--- config.mk ---
export PLATFORM = sky130hd
export DESIGN_NAME = fifo_stream_reader_flat
export DESIGN_NICKNAME = d
export VERILOG_FILES = /design/src/rtl/fifo_stream_reader_pkg.sv /design/src/rtl/fifo_stream_reader_if.sv /design/src/rtl/fifo_stream_reader_skid.sv /design/src/rtl/fifo_stream_reader.sv /design/src/flat_wrapper.sv
export SDC_FILE = /design/constraint.sdc
export NUM_CORES = 1
export LEC_CHECK = 0
export ABC_AREA = 1
export CORE_ASPECT_RATIO = 0.7
export CORE_MARGIN = 2
export CORE_UTILIZATION = 55
export DETAILED_ROUTE_END_ITERATION = 10
export DONT_BUFFER_PORTS = 1
export HOLD_SLACK_MARGIN = 0.12
export PLACE_DENSITY = 0.68
export SYNTH_ARGS = -nofsm -noshare
export SYNTH_HDL_FRONTEND = slang
export SYNTH_SLANG_ARGS = --single-unit
--- constraint.sdc ---
create_clock -name clk -period 3.75 [get_ports clk]
set_input_delay 0.1875 -clock clk [delete_from_list [all_inputs] [get_ports clk]]
set_output_delay 0.1875 -clock clk [all_outputs]
set_load 0.05 [all_outputs]
--- src/rtl/fifo_stream_reader_pkg.sv ---
// Shared types and constants for the fifo read-side stream controller.
// Optional statistics port is controlled by FIFO_READER_STATS_EN.
package fifo_pkg;

    localparam int DATA_WIDTH = 32;
    localparam int SKID_DEPTH = 2;

    typedef enum logic {
        RUN   = 1'b0,
        FLUSH = 1'b1
    } reader_state_t;

endpackage

--- src/rtl/fifo_stream_reader_if.sv ---
// FIFO read port plus downstream valid/ready stream for fifo_stream_reader.
// The wordCount signal exists only when FIFO_READER_STATS_EN is defined.
interface fifo_stream_reader_if
    import fifo_pkg::*;
#(
    parameter int DataWidth = DATA_WIDTH
) ();

    logic                 empty;
    logic [DataWidth-1:0] readData;
    logic                 readEn;
    logic                 flush;
    logic                 flushBusy;
    logic                 outValid;
    logic                 outReady;
    logic [DataWidth-1:0] outData;
`ifdef FIFO_READER_STATS_EN
    logic [31:0]          wordCount;
`endif

    // The reader itself is the master; the FIFO and consumer form the slave side.
    modport master (
        input  empty, readData, flush, outReady,
        output readEn, flushBusy, outValid, outData
`ifdef FIFO_READER_STATS_EN
        , output wordCount
`endif
    );

    modport slave (
        output empty, readData, flush, outReady,
        input  readEn, flushBusy, outValid, outData
`ifdef FIFO_READER_STATS_EN
        , input wordCount
`endif
    );

endinterface

--- src/rtl/fifo_stream_reader_skid.sv ---
// Two-entry skid buffer holding popped FIFO words until the consumer takes them.
// Not affected by FIFO_READER_STATS_EN.
module fifo_skid_buf
    import fifo_pkg::*;
#(
    parameter int DataWidth = DATA_WIDTH
) (
    input  logic                 clk,
    input  logic                 rst,
    input  logic                 clear,
    input  logic                 push,
    input  logic [DataWidth-1:0] push_data,
    input  logic                 pop,
    output logic                 not_empty,
    output logic                 full,
    output logic [DataWidth-1:0] head
);

    logic [DataWidth-1:0] entry [SKID_DEPTH];
    logic [1:0]           occ;
    logic                 tail_idx;

    // A push lands at slot occ - pop, which is always 0 or 1 when a push is legal.
    assign tail_idx = (occ - {1'b0, pop}) != 2'd0;

    always_ff @(posedge clk) begin
        if (rst) begin
            occ      <= 2'd0;
            entry[0] <= '0;
            entry[1] <= '0;
        end else if (clear) begin
            occ <= 2'd0;
        end else begin
            if (pop) begin
                entry[0] <= entry[1];
            end
            if (push) begin
                entry[tail_idx] <= push_data;
            end
            occ <= occ + {1'b0, push} - {1'b0, pop};
        end
    end

    assign not_empty = (occ != 2'd0);
    assign full      = (occ == 2'(SKID_DEPTH));
    assign head      = entry[0];

endmodule

--- src/rtl/fifo_stream_reader.sv ---
// Read-side controller: pops the FIFO into a skid buffer, streams it out, supports flush.
// Define FIFO_READER_STATS_EN to add the wordCount handshake counter.
module fifo_stream_reader
    import fifo_pkg::*;
#(
    parameter int DataWidth = DATA_WIDTH
) (
    input  logic                 clk,
    input  logic                 rst,
    fifo_stream_reader_if.master bus
);

    reader_state_t        state;
    reader_state_t        state_next;
    logic                 read_en;
    logic                 flush_busy;
    logic                 push;
    logic                 clear;
    logic                 handshake;
    logic                 not_empty;
    logic                 full;
    logic [DataWidth-1:0] head;

    always_ff @(posedge clk) begin
        if (rst) begin
            state <= RUN;
        end else begin
            state <= state_next;
        end
    end

    // readEn is gated by rst in both states so no pop is issued in a reset cycle.
    always_comb begin
        state_next = state;
        read_en    = 1'b0;
        flush_busy = 1'b0;
        push       = 1'b0;
        clear      = 1'b0;
        case (state)
            RUN: begin
                read_en = !rst && !bus.empty && !full;
                push    = read_en;
                if (bus.flush) begin
                    state_next = FLUSH;
                    clear      = 1'b1;
                end
            end
            FLUSH: begin
                read_en    = !rst && !bus.empty;
                flush_busy = 1'b1;
                if (bus.empty) begin
                    state_next = RUN;
                end
            end
            default: begin
                state_next = RUN;
            end
        endcase
    end

    assign bus.readEn    = read_en;
    assign bus.flushBusy = flush_busy;
    assign bus.outValid  = not_empty && (state == RUN);
    assign bus.outData   = head;
    assign handshake     = bus.outValid && bus.outReady;

    fifo_skid_buf #(
        .DataWidth (DataWidth)
    ) u_skid (
        .clk       (clk),
        .rst       (rst),
        .clear     (clear),
        .push      (push),
        .push_data (bus.readData),
        .pop       (handshake),
        .not_empty (not_empty),
        .full      (full),
        .head      (head)
    );

`ifdef FIFO_READER_STATS_EN
    logic [31:0] word_count;

    always_ff @(posedge clk) begin
        if (rst) begin
            word_count <= 32'd0;
        end else if (handshake) begin
            word_count <= word_count + 32'd1;
        end
    end

    assign bus.wordCount = word_count;
`endif

endmodule

--- src/flat_wrapper.sv ---
// flat-port wrapper written by rule: the top's interface ports become plain ports
module fifo_stream_reader_flat import fifo_pkg::*;
#(
    parameter int DataWidth = DATA_WIDTH
)
  (clk, rst, bus_empty, bus_readData, bus_flush, bus_outReady, bus_readEn, bus_flushBusy, bus_outValid, bus_outData);
  fifo_stream_reader_if #(.DataWidth(DataWidth)) bus_i ();
  input  logic clk;
  input  logic rst;
  input wire logic [$bits(bus_i.empty)-1:0] bus_empty;
  input wire logic [$bits(bus_i.readData)-1:0] bus_readData;
  input wire logic [$bits(bus_i.flush)-1:0] bus_flush;
  input wire logic [$bits(bus_i.outReady)-1:0] bus_outReady;
  output wire logic [$bits(bus_i.readEn)-1:0] bus_readEn;
  output wire logic [$bits(bus_i.flushBusy)-1:0] bus_flushBusy;
  output wire logic [$bits(bus_i.outValid)-1:0] bus_outValid;
  output wire logic [$bits(bus_i.outData)-1:0] bus_outData;
  assign bus_i.empty = bus_empty;
  assign bus_i.readData = bus_readData;
  assign bus_i.flush = bus_flush;
  assign bus_i.outReady = bus_outReady;
  assign bus_readEn = bus_i.readEn;
  assign bus_flushBusy = bus_i.flushBusy;
  assign bus_outValid = bus_i.outValid;
  assign bus_outData = bus_i.outData;
  fifo_stream_reader #(.DataWidth(DataWidth)) u_core (.clk(clk), .rst(rst), .bus(bus_i));
endmodule
==> implementation parameters, run 1 <==
Parameter                              Value

Run status
  Outcome    complete, no violations

Pwr
  Internal power    approximately 1.2 mW
  Switching part of the total    approximately 28%
  Power per Cell Area    between 400 and 500 nW/µm²
  LEAKAGE    around 1.8 nW
  Overall power of the completed layout    ~1.7 mW
  Part of the total power dissipated in sequential elements    about three fifths
  Combinational fraction of design power    under 10%
  Share of power burned in the clock network    between 30% and 40%
  Worst-case vdd ir drop    approximately 0.00025 V
  Switching power total    between 0.4 and 0.5 mW

Synthesis
  Post-Syn Nets    between 300 and 400
  Post-Syn Area    approximately 3200 µm²
  Number of warnings printed during yosys synthesis    0
  Distinct cell type count of the synthesized netlist    18
  Synthesis-stage register bit count    67
  Mean cell area of the mapped netlist    9.20 µm²
  Fraction of the yosys area taken by sequential cells    roughly 63%
  Mapped Cells    344

CTS
  CTS root buffer    sky130_fd_sc_hd__clkbuf_8
  Post-cts hold buffer count    34
  Worst-path clk slew    approximately 0.070 ns
  Post-CTS setup buffer count    0
  CTS-repair resized insts    0
  Number of H-tree levels    3
  CTS sink count    67
  Latest clock arrival within the worst-skew pair    ~0.34 ns
  Clock buffer count from CTS    9
  Maximum buffer depth of the clock tree    2
  CTS tree    done

STA
  Unrepaired setup endpoints after global routing    false
  Final max-slew violation count    0
  Max-slew headroom    between 40% and 50%
  F_max    0.351 GHz
  Slew of the pin with the lowest slew margin    roughly 0.88 ns
  Worst clock skew    0.00621 ns
  Total of endpoints with negative setup slack in the final report    0
  Final worst-path cycle share    between 70% and 80%
  Total Negative Setup Slacks    0 ns
  Number of failing hold endpoints at the final stage    0
  Fin crit period    roughly 2.9 ns

Final layout
  Fraction of layout cells with a size suffix above 1    ~7%
  Layout overhead on the synthesized area    18.5%
  Final cell count without fillers    between 400 and 500
  Footprint of the multi-input gates    approximately 830 µm²
  Number of diodes added for antenna fixing    0
  Number of nets in the layout    417
  Share of the core filled with cells    66.5%
  Count of filler cells inserted in the layout    ~480
  Sequential cell area    slightly below 2000 µm²
  Final instance area    3750 µm²

Placement
  Global placer's final weighted congestion    0.730
  Placed wire-length estimate after detailed placement    3490 µm
  Port Buffer Count    0
  Cell count after placement    a little over 400
  Total placed instance area    3220 µm²

Route
  Total via count in the routed design    about 2.2k
  DRC marker count from the first detailed-route iteration    150
  Drt via density    4.76
  Average wire per standard cell    ~13 µm
  Antenna violation net count after detailed routing    0
  Total wirelength of the detailed-routed design    ~5900 µm
  Number of remaining DRC errors    0
  Count of TritonRoute iterations in the first routing pass    4

Global route
  Gr usage total    20.8%
  GR Overflow Total    0
  Number of global-route vias before repair    ~2.1k
  Antenna violations before repair    0
  Global-route wire length before repair    9780 µm
  Pin count of the biggest net entering global routing    35

Setup path
  CP startpoint kind    flip-flop
  Class of the most critical setup path    flip-flop to flip-flop
  Biggest fanout along the worst timing path    34
  Crit path max-delay cell type    sky130_fd_sc_hd__dfxtp_1
  Crit path max-delay family    simple AND/OR/NAND/NOR gates
  Sequence of cells on the critical path    nor2_1 > nor2_8 > nand3_2 > buf_4 > nand2_1 > buf_12
  Max incr delay on CP    between 0.7 and 0.8 ns
  Buffering stage count on the worst path with inverters included    2
  Required time of the worst setup path    between 3 and 4 ns
  Data arrival, critical path    2.90 ns
  Category of the worst setup path capture point    flip-flop

Floorplan
  Effective utilization at floorplan    56.1%
  Std cell rows    23
  Die boundary width    94.7 µm
  Num ports    slightly above 70
  Die area    roughly 6400 µm²
  Die Ht    around 67 µm
  Std-Cell Core Area    5640 µm²

Job
  Max-cap violation count    0

Min path
  Path class of the lowest-slack min-delay path    input port to flip-flop
==> worst min-delay path, cell delays in order <==
cell and delay (ns):
sky130_fd_sc_hd__inv_1 0.09, sky130_fd_sc_hd__nor2_1 0.12, sky130_fd_sc_hd__inv_1 0.09, sky130_fd_sc_hd__nand2_1 0.07
sky130_fd_sc_hd__nor2_1 0.08
==> cells in the mapped netlist, drive strengths merged <==
| cell type | instances | share of area [%] |
|---|---|---|
| o21ai | 1 | 0.16 |
| inv | 74 | 8.8 |
| nand3 | 37 | 6.6 |
| edfxtp | 64 | 61 |
| buf | 15 | 2.6 |
| nor2 | 71 | 9.1 |
| xnor2 | 1 | 0.28 |
| a21oi | 1 | 0.16 |
| dfxtp | 3 | 1.9 |
| ha | 2 | 0.79 |
| nand2 | 75 | 9.0 |
==> layer usage <==
layer  global-route usage, %  share of wire [%]
met3                    9.93                7.4
met1                    25.6                 45
met2                    32.6                 46
met5                       0                  0
met4                    7.25                1.2
==> cell usage in the layout (no fill, tap or decap) <==
cell / netlist / routed
sky130_fd_sc_hd__edfxtp_1: 64 / 64
sky130_fd_sc_hd__xnor2_1: 1 / 1
sky130_fd_sc_hd__dfxtp_1: 3 / 3
sky130_fd_sc_hd__nor2_2: 2 / 2
sky130_fd_sc_hd__buf_4: 3 / 3
sky130_fd_sc_hd__inv_2: 1 / 1
sky130_fd_sc_hd__dlygate4sd3_1: 0 / 34
sky130_fd_sc_hd__nor2_1: 68 / 68
sky130_fd_sc_hd__nand2_1: 74 / 74
sky130_fd_sc_hd__inv_1: 73 / 73
sky130_fd_sc_hd__clkinv_2: 0 / 3
sky130_fd_sc_hd__nand3_1: 34 / 33
sky130_fd_sc_hd__buf_12: 0 / 1
sky130_fd_sc_hd__clkbuf_1: 0 / 2
sky130_fd_sc_hd__o21ai_0: 1 / 1
sky130_fd_sc_hd__bufinv_16: 0 / 1
sky130_fd_sc_hd__clkinv_4: 0 / 1
sky130_fd_sc_hd__a21oi_1: 1 / 1
sky130_fd_sc_hd__ha_1: 2 / 2
sky130_fd_sc_hd__nand3_2: 2 / 3
sky130_fd_sc_hd__clkbuf_8: 0 / 9
sky130_fd_sc_hd__nor2_8: 1 / 1
sky130_fd_sc_hd__nand3_4: 1 / 1
sky130_fd_sc_hd__nand2_2: 1 / 1
==> through the flow <==
step                      hold slack [ns]  worst slack, ns
after floorplan                     0.299             1.10
after global placement              0.308            0.933
after detailed placement            0.307            0.878
after CTS                           0.328            0.859
after global routing                0.383            0.703
final                               0.336            0.900
==> worst paths after layout <==
path                         from                          to  slack, ns  depth (start not counted)
max                  u_core.state  u_core.u_skid.entry[1][31]       0.90                          6
min                     bus_flush        u_core.u_skid.occ[0]       0.34                          5
max reg2reg          u_core.state  u_core.u_skid.entry[1][31]       0.90                          6
min reg2reg  u_core.u_skid.occ[1]        u_core.u_skid.occ[1]       0.49                          2
==> registers in the layout, summed over array words and instances (netlist names) <==
| signal | cells |
|---|---|
| u_core.u_skid.entry | 64 |
| u_core.state | 1 |
| u_core.u_skid.occ | 2 |
==> layout make-up <==
class                           instances  area share, %
Tap cell                               75           2.50
Multi-Input combinational cell        188           22.1
Inverter                               74           7.41
Clock buffer                           11           3.50
Timing Repair Buffer                   38           10.2
Sequential cell                        67           52.9
Clock inverter                          5           1.43
==> power by group through the flow <==
stage	Clock, mW	Combinational, mW	Sequential [mW]
5_1_grt	0.619	0.158	0.997
2_1_floorplan	0	0.0846	1.00
4_1_cts	0.584	0.140	0.993
3_5_place_dp	0	0.106	1.01
6_report	0.573	0.139	0.992
3_3_place_gp	0	0.104	1.01
==> logic make-up (layout without fill, tap and decap cells) <==
| family | after synthesis | count (layout) | share of synthesized area (%) |
|---|---|---|---|
| and+or+nand+nor | 183 | 183 | 24.6 |
| buffers and inverters | 89 | 128 | 11.4 |
| DFF | 67 | 67 | 62.6 |
| adders and majority gates | 2 | 2 | 0.790 |
| AOI/OAI and AO/OA | 2 | 2 | 0.316 |
| xor gates and xnor gates | 1 | 1 | 0.277 |
Power figures use the tool's default switching activity.
==> run 2: changes to the inputs <==
--- a/config.mk
+++ b/config.mk
@@ -12,7 +12,7 @@
 export DETAILED_ROUTE_END_ITERATION = 10
 export DONT_BUFFER_PORTS = 1
 export HOLD_SLACK_MARGIN = 0.12
-export PLACE_DENSITY = 0.68
+export PLACE_DENSITY = 0.71
 export SYNTH_ARGS = -nofsm -noshare
 export SYNTH_HDL_FRONTEND = slang
 export SYNTH_SLANG_ARGS = --single-unit
==> constraint.sdc (replaced) <==
create_clock -name clk -period 2.59 [get_ports clk]
set_input_delay 0.1295 -clock clk [delete_from_list [all_inputs] [get_ports clk]]
set_output_delay 0.1295 -clock clk [all_outputs]
set_load 0.05 [all_outputs]
==> implementation parameters, run 2 (synthesis gave the netlist of run 1 again) <==
Parameter                              Value

STA
  Fin crit period    2.28 ns
  Final worst-path cycle share    88.2%
  Unrepaired setup endpoints after global routing    false
  Slew of the pin with the lowest slew margin    0.907 ns (+0.0306 ns)
  Total Negative Setup Slacks    0 ns (unchanged)
  Final max-slew violation count    0 (unchanged)
  Total of endpoints with negative setup slack in the final report    0 (unchanged)
  Worst clock skew    0.00738 ns (+0.00117 ns)
  Max-slew headroom    39.3% (-2.0 points)
  Hold slack    0.269 ns (-0.0677 ns)
  Number of failing hold endpoints at the final stage    0 (unchanged)
  F_max    ~0.44 GHz

Placement
  Port Buffer Count    0 (unchanged)
  Global placer's final weighted congestion    0.724 (-0.84%)
  Total placed instance area    3230 µm² (+0.31%)
  Placed wire-length estimate after detailed placement    3630 µm (+4.0%)

Route
  Average wire per standard cell    13.3 µm (+3.4%)
  Count of TritonRoute iterations in the first routing pass    4 (unchanged)
  Number of remaining DRC errors    0 (unchanged)
  Total via count in the routed design    2,199 (+0.92%)
  Antenna violation net count after detailed routing    0 (unchanged)
  Total wirelength of the detailed-routed design    6110 µm (+4.1%)
  Drt via density    4.77 (+0.26%)
  DRC marker count from the first detailed-route iteration    153 (+2.0%)

Global route
  GR Overflow Total    0 (unchanged)
  Number of global-route vias before repair    2,113 (+0.91%)
  Gr usage total    21.0% (+0.14 points)
  Global-route wire length before repair    9790 µm (+0.14%)
  Pin count of the biggest net entering global routing    34 (-2.9%)
  Antenna violations before repair    0 (unchanged)

Final layout
  Count of filler cells inserted in the layout    469 (-2.1%)
  Number of diodes added for antenna fixing    0 (unchanged)
  Leading cell types in the layout, fill and taps excluded    sky130_fd_sc_hd__nand2_1, sky130_fd_sc_hd__inv_1, sky130_fd_sc_hd__nor2_1
  Fraction of layout cells with a size suffix above 1    6.99% (-0.055 points)
  Leading cell type in the layout, fill and taps excluded    sky130_fd_sc_hd__nand2_1
  Largest register by flop count    u_core.u_skid.entry
  Leading registers by flop count    u_core.u_skid.entry (64), u_core.u_skid.occ (2), u_core.state (1)
  Number of nets in the layout    420 (+0.72%)
  Max reg flops    64 (unchanged)
  Final instance area    3730 µm² (-0.60%)
  Layout overhead on the synthesized area    17.7%

Floorplan
  Std-Cell Core Area    5640 µm² (unchanged)
  Die Ht    67.5 µm (unchanged)
  Std cell rows    23 (unchanged)
  Die area    6390 µm² (unchanged)
  Effective utilization at floorplan    56.1% (unchanged)
  Num ports    72 (unchanged)
  Die boundary width    94.7 µm (unchanged)

Pwr
  LEAKAGE    1.75 nW (-0.41%)
  Worst-case vdd ir drop    0.000354 V (+43%)
  Power per Cell Area    632 nW/µm² (+39%)

Job
  Max-cap violation count    0 (unchanged)

Setup path
  Biggest fanout along the worst timing path    33 (-2.9%)
  Category of the worst setup path capture point    flip-flop
  Required time of the worst setup path    2.62 ns (-1.18 ns)
  Class of the most critical setup path    input port to flip-flop
  Worst reg2reg setup slack    0.36 ns (-0.54 ns)
  CP startpoint kind    input port
  Data arrival, critical path    2.31 ns (-0.59 ns)

CTS
  CTS tree    done
  Post-CTS setup buffer count    0 (unchanged)
  CTS root buffer    sky130_fd_sc_hd__clkbuf_8
  CTS sink count    67 (unchanged)
  Clock buffer count from CTS    9 (unchanged)
  Latest clock arrival within the worst-skew pair    0.34 ns (about the same)
  Maximum buffer depth of the clock tree    2 (unchanged)
  CTS-repair resized insts    0 (unchanged)
  Worst-path clk slew    0.07 ns (about the same)
  Number of H-tree levels    3 (unchanged)

Run status
  Outcome    complete, no violations

Min path
  Path class of the lowest-slack min-delay path    input port to flip-flop
==> run 2: layout make-up <==
cell class	count	area (µm²)	area share, %
tap	75	93.8	2.52
clock buffer	12	135	3.63
inverter	74	278	7.45
timing repair buffer	41	393	10.5
clock inverter	4	17.5	0.470
sequential	67	1980	53.2
multi-input combinational	188	828	22.2
==> run 2: final timing paths <==
check | cells past startpoint | startpoint | endpoint
worst max register to register | 8 | u_core.u_skid.occ[0] | u_core.u_skid.entry[1][17]
worst min-delay path | 5 | bus_flush | u_core.u_skid.occ[0]
worst max-delay path | 8 | rst | u_core.u_skid.entry[1][17]
worst min register to register | 2 | u_core.u_skid.occ[1] | u_core.u_skid.occ[1]
==> run 2: through the flow <==
step                setup slack (ns)  util [%]  total power, mW  instances
finish                         0.306      66.1             2.36        461
global placement               0.465      57.3             1.61        411
CTS                            0.307      66.1             2.37        461
floorplan                      0.118         -             1.58        344
global route                   0.185      66.1             2.44        461
detailed placement             0.363      57.3             1.62        411
==> run 2: layer usage <==
metal  up-vias  track usage, %  part of all wire [%]
met5         -               0                     0
met4         0            5.80                  0.21
met3         2            9.71                   7.0
met2        69            35.3                    48
met1       998            24.5                    45
li1       1130               -                     -
==> run 2: worst max-delay path: stages <==
cell,delay [ns]
sky130_fd_sc_hd__dlygate4sd3_1,0.58
sky130_fd_sc_hd__nor2_2,0.18
sky130_fd_sc_hd__nand3_4,0.13
sky130_fd_sc_hd__nor2_8,0.10
sky130_fd_sc_hd__buf_4,0.35
sky130_fd_sc_hd__nand3_2,0.35
sky130_fd_sc_hd__nand2_1,0.19
sky130_fd_sc_hd__buf_4,0.28
==> run 2: what timing repair did <==
action / CTS / global route
hold buffers: 34 / 0
endpoints found under the setup margin: 0 / 0
endpoints found under the hold margin: 67 / 0
==> run 2: where the power goes <==
group	internal (mW)	switching, mW	total, mW
registers	1.26	0.169	1.43
clock network	0.339	0.373	0.712
logic	0.0715	0.140	0.211
total	1.67	0.682	2.36
